===== config.mk =====
export PLATFORM = sky130hd
export DESIGN_NAME = uart_tx_pacer
export DESIGN_NICKNAME = d
export VERILOG_FILES = /design/src/rtl/uart_tx_pacer.sv
export SDC_FILE = /design/constraint.sdc
export NUM_CORES = 1
export LEC_CHECK = 0
export ABC_CLOCK_PERIOD_IN_PS = 5800
export CORE_MARGIN = 4
export CORE_UTILIZATION = 47
export CTS_BUF_LIST = sky130_fd_sc_hd__clkbuf_8
export DETAILED_ROUTE_END_ITERATION = 8
export PLACE_DENSITY_LB_ADDON = 0.05
export SYNTH_ARGS = -nofsm -noshare
export SYNTH_HDL_FRONTEND = slang
export SYNTH_SLANG_ARGS = --single-unit

===== constraint.sdc =====
create_clock -name sys_clk -period 5.8 [get_ports sys_clk]
set_input_delay 1.45 -clock sys_clk [delete_from_list [all_inputs] [get_ports sys_clk]]
set_output_delay 1.45 -clock sys_clk [all_outputs]
set_load 0.005 [all_outputs]

===== src/rtl/uart_tx_pacer.sv =====
`default_nettype none
// ============================================================================
//  Module   : uart_tx_pacer
//  Purpose  : Byte FIFO plus frame pacer sitting between uart_rx and uart_tx
//             in the RS-232 echo path. Received bytes are queued and re-issued
//             as one-cycle strobes spaced one full UART frame apart. uart_tx
//             has no busy output, so this spacing keeps it from being overrun
//             when uart_rx delivers a burst.
//
//  Parameters
//    BAUD_CNT_MAX : clock cycles per bit minus 1 (must match uart_tx)
//    FRAME_BITS   : bits per UART frame (start + 8 data + stop)
//    DEPTH_LOG2   : FIFO depth is 2**DEPTH_LOG2 bytes (must be >= 1)
//
//  Ports
//    sys_clk      in   1             system clock
//    sys_rst      in   1             synchronous reset, active-high
//    pi_data      in   8             byte from uart_rx
//    pi_data_flag in   1             one-cycle strobe, pi_data valid
//    po_data      out  8             byte to uart_tx, held until next strobe
//    po_data_flag out  1             one-cycle strobe to uart_tx
//    fifo_level   out  DEPTH_LOG2+1  bytes currently queued
//    overflow     out  1             sticky: a byte was dropped on a full FIFO
//    ovf_cnt      out  8             saturating count of dropped bytes
//                                    (present only with OVERFLOW_CNT_EN)
//
//  Build option
//    OVERFLOW_CNT_EN : when defined, adds the ovf_cnt output and its counter.
//
//  Revision : 1.0  initial release
// ============================================================================
module uart_tx_pacer #(
    parameter logic [12:0] BAUD_CNT_MAX = 13'd5207,
    parameter logic [3:0]  FRAME_BITS   = 4'd10,
    parameter int          DEPTH_LOG2   = 4
) (
    input  logic                  sys_clk,
    input  logic                  sys_rst,
    input  logic [7:0]            pi_data,
    input  logic                  pi_data_flag,
    output logic [7:0]            po_data,
    output logic                  po_data_flag,
    output logic [DEPTH_LOG2:0]   fifo_level,
    output logic                  overflow
`ifdef OVERFLOW_CNT_EN
    ,
    output logic [7:0]            ovf_cnt
`endif
);

    // ------------------------------------------------------------------------
    // Derived constants
    // ------------------------------------------------------------------------
    // Frame period in clock cycles; strobes are issued exactly this far apart.
    localparam int C_PERIOD = (int'(BAUD_CNT_MAX) + 1) * int'(FRAME_BITS);
    localparam int C_GAP_W  = (C_PERIOD > 1) ? $clog2(C_PERIOD) : 1;
    localparam int C_DEPTH  = 1 << DEPTH_LOG2;
    localparam int C_PTR_W  = DEPTH_LOG2 + 1;

    // The strobe cycle itself counts as the first cycle of the period, so the
    // gap counter is loaded with P-1 and the next strobe lands P cycles later.
    localparam logic [C_GAP_W-1:0] C_GAP_LOAD = C_GAP_W'(C_PERIOD - 1);
    localparam logic [C_GAP_W-1:0] C_GAP_ONE  = C_GAP_W'(1);

    // ------------------------------------------------------------------------
    // Pacer state machine encoding
    // ------------------------------------------------------------------------
    typedef enum logic [0:0] {
        ST_IDLE = 1'b0,   // gap counter is zero, free to issue a byte
        ST_GAP  = 1'b1    // waiting out the current frame
    } state_t;

    state_t                 r_state;
    state_t                 w_state_nxt;

    logic [C_GAP_W-1:0]     r_gap_cnt;
    logic [C_GAP_W-1:0]     w_gap_nxt;

    // ------------------------------------------------------------------------
    // FIFO storage and pointers
    // ------------------------------------------------------------------------
    logic [7:0]             r_mem [C_DEPTH];
    logic [C_PTR_W-1:0]     r_wr_ptr;
    logic [C_PTR_W-1:0]     r_rd_ptr;
    logic [C_PTR_W-1:0]     w_wr_ptr_nxt;
    logic [C_PTR_W-1:0]     w_rd_ptr_nxt;
    logic [C_PTR_W-1:0]     r_level;

    logic                   w_empty;
    logic                   w_full;
    logic                   w_wr_en;
    logic                   w_drop;
    logic                   w_rd_en;
    logic [7:0]             w_head;

    logic [7:0]             r_po_data;
    logic                   r_po_data_flag;
    logic                   r_overflow;

    // Full/empty come only from registered pointers: a read happening in the
    // same cycle as a write never makes room for that write.
    assign w_empty = (r_wr_ptr == r_rd_ptr);
    assign w_full  = (r_wr_ptr[C_PTR_W-1] != r_rd_ptr[C_PTR_W-1]) &&
                     (r_wr_ptr[C_PTR_W-2:0] == r_rd_ptr[C_PTR_W-2:0]);

    assign w_wr_en = pi_data_flag && !w_full;
    assign w_drop  = pi_data_flag &&  w_full;

    assign w_head  = r_mem[r_rd_ptr[C_PTR_W-2:0]];

    // Pointers are one bit wider than the address and wrap naturally.
    assign w_wr_ptr_nxt = w_wr_en ? (r_wr_ptr + C_PTR_W'(1)) : r_wr_ptr;
    assign w_rd_ptr_nxt = w_rd_en ? (r_rd_ptr + C_PTR_W'(1)) : r_rd_ptr;

    // ------------------------------------------------------------------------
    // Pacer FSM: next-state and control
    // ------------------------------------------------------------------------
    always_comb begin
        w_state_nxt = r_state;
        w_gap_nxt   = r_gap_cnt;
        w_rd_en     = 1'b0;

        case (r_state)
            ST_IDLE: begin
                if (!w_empty) begin
                    w_rd_en   = 1'b1;
                    w_gap_nxt = C_GAP_LOAD;
                    // A one-cycle period needs no gap at all.
                    w_state_nxt = (C_GAP_LOAD == '0) ? ST_IDLE : ST_GAP;
                end
            end

            ST_GAP: begin
                if (r_gap_cnt <= C_GAP_ONE) begin
                    w_gap_nxt   = '0;
                    w_state_nxt = ST_IDLE;
                end else begin
                    w_gap_nxt = r_gap_cnt - C_GAP_ONE;
                end
            end

            default: begin
                w_gap_nxt   = '0;
                w_state_nxt = ST_IDLE;
            end
        endcase
    end

    // ------------------------------------------------------------------------
    // FSM and gap counter registers
    // ------------------------------------------------------------------------
    always_ff @(posedge sys_clk) begin
        if (sys_rst) begin
            r_state   <= ST_IDLE;
            r_gap_cnt <= '0;
        end else begin
            r_state   <= w_state_nxt;
            r_gap_cnt <= w_gap_nxt;
        end
    end

    // ------------------------------------------------------------------------
    // FIFO RAM: written only when there is room, contents need no reset
    // ------------------------------------------------------------------------
    always_ff @(posedge sys_clk) begin
        if (w_wr_en && !sys_rst) begin
            r_mem[r_wr_ptr[C_PTR_W-2:0]] <= pi_data;
        end
    end

    // ------------------------------------------------------------------------
    // Pointers, level and output registers
    // ------------------------------------------------------------------------
    always_ff @(posedge sys_clk) begin
        if (sys_rst) begin
            r_wr_ptr       <= '0;
            r_rd_ptr       <= '0;
            r_level        <= '0;
            r_po_data      <= 8'h00;
            r_po_data_flag <= 1'b0;
            r_overflow     <= 1'b0;
        end else begin
            r_wr_ptr       <= w_wr_ptr_nxt;
            r_rd_ptr       <= w_rd_ptr_nxt;
            // Level tracks the pointer difference of the values being stored,
            // so a simultaneous push and pop leaves it unchanged.
            r_level        <= w_wr_ptr_nxt - w_rd_ptr_nxt;
            r_po_data_flag <= w_rd_en;
            if (w_rd_en) begin
                r_po_data <= w_head;
            end
            if (w_drop) begin
                r_overflow <= 1'b1;
            end
        end
    end

    assign po_data      = r_po_data;
    assign po_data_flag = r_po_data_flag;
    assign fifo_level   = r_level;
    assign overflow     = r_overflow;

    // ------------------------------------------------------------------------
    // Optional saturating count of dropped bytes
    // ------------------------------------------------------------------------
`ifdef OVERFLOW_CNT_EN
    logic [7:0] r_ovf_cnt;

    always_ff @(posedge sys_clk) begin
        if (sys_rst) begin
            r_ovf_cnt <= 8'h00;
        end else if (w_drop && (r_ovf_cnt != 8'hFF)) begin
            r_ovf_cnt <= r_ovf_cnt + 8'd1;
        end
    end

    assign ovf_cnt = r_ovf_cnt;
`endif

endmodule

`default_nettype wire


# ---- Word-level counts from Yosys, hierarchy flattened
# Memory sizes are Yosys's and may differ from the RTL's. A register that Yosys moved wholly into a read port is not among the register bits.
# Index checks and enable logic that the tools add are counted.
dict set report word_totals {
  latchBits 0
  word_cells 35
  mem_count 1
  mem_bits_ro 0
  ramBits 128
  register_bits 34
  output_inout_bits 15
}
# memory words width rd rd_ports_with_merged_regs write_ports line
set memory_table {}
lappend memory_table {r_mem 16 8 1 1 1 82} ;# logic [7:0] r_mem [C_DEPTH];
dict set report classes {
  n_mul 0
  n_addsub 4
  reduce_logical 6
  muxes 11
  n_shift 0
  div_mod_pow 0
  bitwise 1
  n_eq_ne 4
  magnitude_cmp 1
}
# operator n
set ops {}
lappend ops {{two-way mux 16 bit} 2}
lappend ops {{one-hot mux 16 bit (2 select lines)} 1}
lappend ops {{less-or-equal comparator 16 x 1 -> 1 bit (second input constant)} 1}
lappend ops {{subtractor 16 x 1 -> 16 bit (second input constant)} 1}
lappend ops {{adder 5 x 1 -> 5 bit (second input constant)} 2}
lappend ops {{two-way mux 5 bit} 2}
lappend ops {{== test 5 bit} 1}
lappend ops {{two-way mux 1 bit} 5}
lappend ops {{subtractor 5 bit} 1}
lappend ops {{== test 4 bit} 1}
lappend ops {{logical AND 1 bit} 4}
lappend ops {{logical NOT 1 bit} 2}
lappend ops {{inequality test 2 bit (second input constant)} 1}
lappend ops {{one-hot mux 1 bit (2 select lines)} 1}
lappend ops {{inequality test 1 bit} 1}
lappend ops {{NOT 1 bit} 1}

# ---- Depth between registers and ports, before layout
dict set report depth {
  word_depth 7
  mapped_depth 12
  depth_no_buf 11
}

# ---- Worst setup path after synthesis
# OpenSTA, ideal clock, no wires.
dict set report synth_timing {
  path_kind {input to register}
  from {in pi_data_flag}
  to {reg r_level[4] (netlist: fifo_level[4])}
  slack_ps 2597
  n_path_buf 0
  stages 6
  setup_time_ps 74
  arrival_ps 3129
  required_time_ps 5726
  path_cell_list {nand2_1 mux2_2 fa_1 maj3_2 a2111o_1 o21ai_0}
}
dict set report synth_between {
  elab_chain_cells 3
}
# item line
set synth_rtl {}
lappend synth_rtl {{start, declared} 40} ;# input logic pi_data_flag,
lappend synth_rtl {{logical AND 1 bit} 106} ;# assign w_wr_en = pi_data_flag && !w_full;
lappend synth_rtl {{two-way mux 5 bit} 112} ;# assign w_wr_ptr_nxt = w_wr_en ? (r_wr_ptr + C_PTR_W'(1)) : r_wr_ptr;
lappend synth_rtl {{named net w_wr_ptr_nxt[1]} 85} ;# logic [C_PTR_W-1:0] w_wr_ptr_nxt;
lappend synth_rtl {{subtractor 5 bit} 187} ;# r_level <= w_wr_ptr_nxt - w_rd_ptr_nxt;
lappend synth_rtl {{end signal, assigned} 187}
lappend synth_rtl {{end, declared} 87} ;# logic [C_PTR_W-1:0] r_level;
# The timed path passes the listed nets, and every way through them passes these cells.
# A chain may end at the register's enable or synchronous reset.

# ---- Final worst setup path
dict set report layout_timing {
  from {reg r_rd_ptr[1]}
  to {reg r_level[4] (netlist: fifo_level[4])}
}
dict set report layout_between {
  elab_cells_between_ends 11
}
# item line
set layout_lines {}
lappend layout_lines {{start, declared} 84} ;# logic [C_PTR_W-1:0] r_rd_ptr;
lappend layout_lines {{start signal, assigned} 184} ;# r_rd_ptr <= w_rd_ptr_nxt;
lappend layout_lines {{== test 5 bit} 102} ;# assign w_empty = (r_wr_ptr == r_rd_ptr);
lappend layout_lines {{two-way mux 1 bit} 125} ;# if (!w_empty) begin
lappend layout_lines {{two-way mux 1 bit} 123} ;# case (r_state)
lappend layout_lines {{two-way mux 5 bit} 113} ;# assign w_rd_ptr_nxt = w_rd_en ? (r_rd_ptr + C_PTR_W'(1)) : r_rd_ptr;
lappend layout_lines {{named net w_rd_ptr_nxt[0]} 86} ;# logic [C_PTR_W-1:0] w_rd_ptr_nxt;
lappend layout_lines {{subtractor 5 bit} 187}
# The timed path passes the listed nets, and every way through them passes these cells.

==> summary.txt <==
Worst Path Max Fanout - 36
Synth Instances - 452
core area - 14600 um2
worst r2r dst - fifo_level[4]$_SDFF_PP0_
mean cell area of the mapped netlist - 15.5 um2
worst min-delay path category - reg2reg
fin crit period - 3.93 ns
worst reg2reg path depth - 11
Syn. warnings - 0
Die ar. - 17000 um2
Pins Over Slew Limit - 0
layout cells sized above 1 - 18.3%
Net Sw Power - 997 uW
DRT antenna net count - 0
nature of the critical path endpoint - flip-flop
commonest non-fill, non-tap cell in the layout - edfxtp_1
final wirelength - 13800 um
number of synthesized flops with an enable pin - 128
largest net degree at the start of global routing - 45
part of the Yosys area used for sequential elements - 66.7%
GRT Total Usage - 17.9%
row count - 44
Max Clock Freq - 255 MHz
hold_ws - 0.462 ns
synthesis-stage register bit count - 170
drt pass-1 iters - 4
first-pass GRT wire length - 22000 um
io pins - 26
Logic pwr share - 28.7%
total grt overflow - 0
CP startpoint - r_rd_ptr[1]$_SDFF_PP0_
reg2reg start - r_rd_ptr[1]$_SDFF_PP0_
vias in the first global route - 3817
critical path launch point type - flip-flop
reg2reg setup slack - 1.87 ns
Top FF cell, synth - edfxtp_1
kind of critical path - reg2reg
max-cap viol count - 0
TritonCTS clock tree - built
switching share of power - 31.0%
IO buf count - 25
CTS Sinks - 170
worst hold start - po_data[4]$_SDFFE_PP0N_
Reg power frac - 46.3%
Clock Skews - 0.0119 ns
nets - 500
number of post-CTS setup repair buffers - 0
crit-path cells - buf_4, xor2_1, nor4_4, a21oi_1, xor2_1, ha_1, inv_1, fa_1, maj3_2, a2111o_1, o21ai_0
Net Count, Synth - 474
ant diodes - 0
Iteration-0 DRC Markers - 330
Post-DP HPWL - 9380 um
cell repeated most along the worst path - xor2_1
Setup crit end - fifo_level[4]$_SDFF_PP0_
initial core utilization - 48.1%
final hold violation count - 0
Die Y - 130 um
FFs w/ async S/R, synth - 0%
setup violators final - 0
Int Pwr - 2220 uW
Worst Path Arrival - 4.30 ns
Tcrit/Tclk final - 67.7%
Longest Clk Path Bufs - 2
root buffer cell - clkbuf_8
worst skew pair latency - 0.45 ns
RSZ-0062 raised after global routing - no
Rel. slew slack - 16.8%
clock power share - 25.1%
Cell Area, Synth - 7020 um2
routed vias - 3727
peak supply drop - 0.245 mV
Remaining DRCs - 0
CP max stage delay - 0.98 ns
synth unique cells - 51
area fraction of the dominant cell type after synthesis - 54.8%
setup_tns - 0 ns
area grow syn2layout - 11.2%
initial antenna violation count - 0
Lkg Pwr - 0.00255 uW
WL/cell - 20.4 um
H-tree lvl count - 4
status - completed
Final Wtd Congestion - 0.772
Area contributors post-synth - edfxtp_1 (55%), mux4_2 (13%), dfxtp_1 (12%), nor2_1 (2.2%), a21oi_1 (2.0%)
slew of the pin with the lowest slew margin - 1.25 ns
hold_buf cts - 0
Clock transition at path regs - 0.08 ns
Die X - 130 um
Req. time, crit path - 6.18 ns
via/cell ratio - 5.52
commonest non-fill, non-tap cells in the layout - edfxtp_1 (128), nor2_1 (42), dfxtp_1 (41)
Crit-path slowest cell - a21oi_1
post-cts resize count - 0
CTS buffer count - 17
area leader, netlist - edfxtp_1
power density cells - 413 nW/um2
critical path: cells and delay by family (launching register included):
kind,cells,cell delay (ns)
AND/OR/NAND/NOR,1,0.12
flip-flops,1,0.31
AO/OA/AOI/OAI,3,1.45
adder cells (fa/ha/maj),3,0.92
XOR/XNOR,2,0.52
buffers and inverters,2,0.51
layout make-up:
| type | instances | area (um2) |
|---|---|---|
| Clock buffer | 17 | 234 |
| Clock inverter | 15 | 148 |
| Fill cell | 1173 | 6780 |
| Inverter | 6 | 22.5 |
| Multi-Input combinational cell | 251 | 2180 |
| Sequential cell | 170 | 4690 |
| Tap cell | 184 | 230 |
| Timing Repair Buffer | 32 | 303 |
synthesized netlist by cell type (3+ instances only):
library cell / number
xnor2_1: 9
nand2b_1: 5
o21ai_0: 8
buf_6: 3
a21oi_1: 28
dfxtp_1: 42
nand2_1: 33
nor2b_1: 5
a21o_1: 4
nor4_1: 3
buf_2: 5
clkbuf_1: 15
a31oi_1: 4
mux4_2: 40
nor3_1: 14
xor2_1: 8
ha_1: 10
edfxtp_1: 128
nand4_1: 3
inv_1: 6
nor2_1: 42
logic make-up after synthesis:
logic type	count (synthesis)	share of synthesized area, %
flip-flops	170	66.7
AND/OR/NAND/NOR	120	8.29
AO/OA/AOI/OAI	57	4.83
multiplexers	43	13.3
buffers and inverters	31	2.12
XOR/XNOR	18	2.35
adder cells (fa/ha/maj)	13	2.37
sequential cells by signal, summed over array words and instances, names as in the netlist:
register,count
r_state,1
fifo_level,5
r_gap_cnt,16
r_wr_ptr,5
r_mem,128
overflow,1
r_rd_ptr,5
po_data,8
po_data_flag,1
power by group through the flow:
stage	Combinational [uW]	Sequential, uW	Clock [uW]
2_1_floorplan	695	1490	0
3_3_place_gp	925	1510	0
3_5_place_dp	937	1520	0
4_1_cts	939	1490	828
5_1_grt	1030	1510	876
6_report	924	1490	807
metal layers:
metal  wire length [um]  vias to the layer above  global-route usage (%)
met1               6580                     1875                    25.5
li1                   -                     1784                       -
met5                  0                        -                       0
met2               6500                       57                    26.9
met4                161                        0                    5.32
met3                522                       11                    5.12
stage by stage:
step           setup slack (ns)  instances  total power [uW]  cell area [um2]  utilization [%]
6_report                   1.87        675              3220             7810             53.5
5_1_grt                    1.52        675              3410             7810             53.5
4_1_cts                    1.77        675              3260             7810             53.5
3_5_place_dp               1.79        643              2450             7430             50.9
3_3_place_gp               1.93        643              2440             7430             50.9
2_1_floorplan              2.60        452              2180             7020                -
worst min-delay path by stage:
stage / endpoint / depth (start not counted) / slack, ns
finish: po_data[4]$_SDFFE_PP0N_ / 2 / 0.46
global route: po_data[5]$_SDFFE_PP0N_ / 2 / 0.49
CTS: po_data[4]$_SDFFE_PP0N_ / 2 / 0.47
detailed placement: po_data[4]$_SDFFE_PP0N_ / 2 / 0.45
global placement: po_data[3]$_SDFFE_PP0N_ / 2 / 0.45
floorplan: po_data[0]$_SDFFE_PP0N_ / 2 / 0.45
No activity file was read; power rests on OpenSTA's default activity.
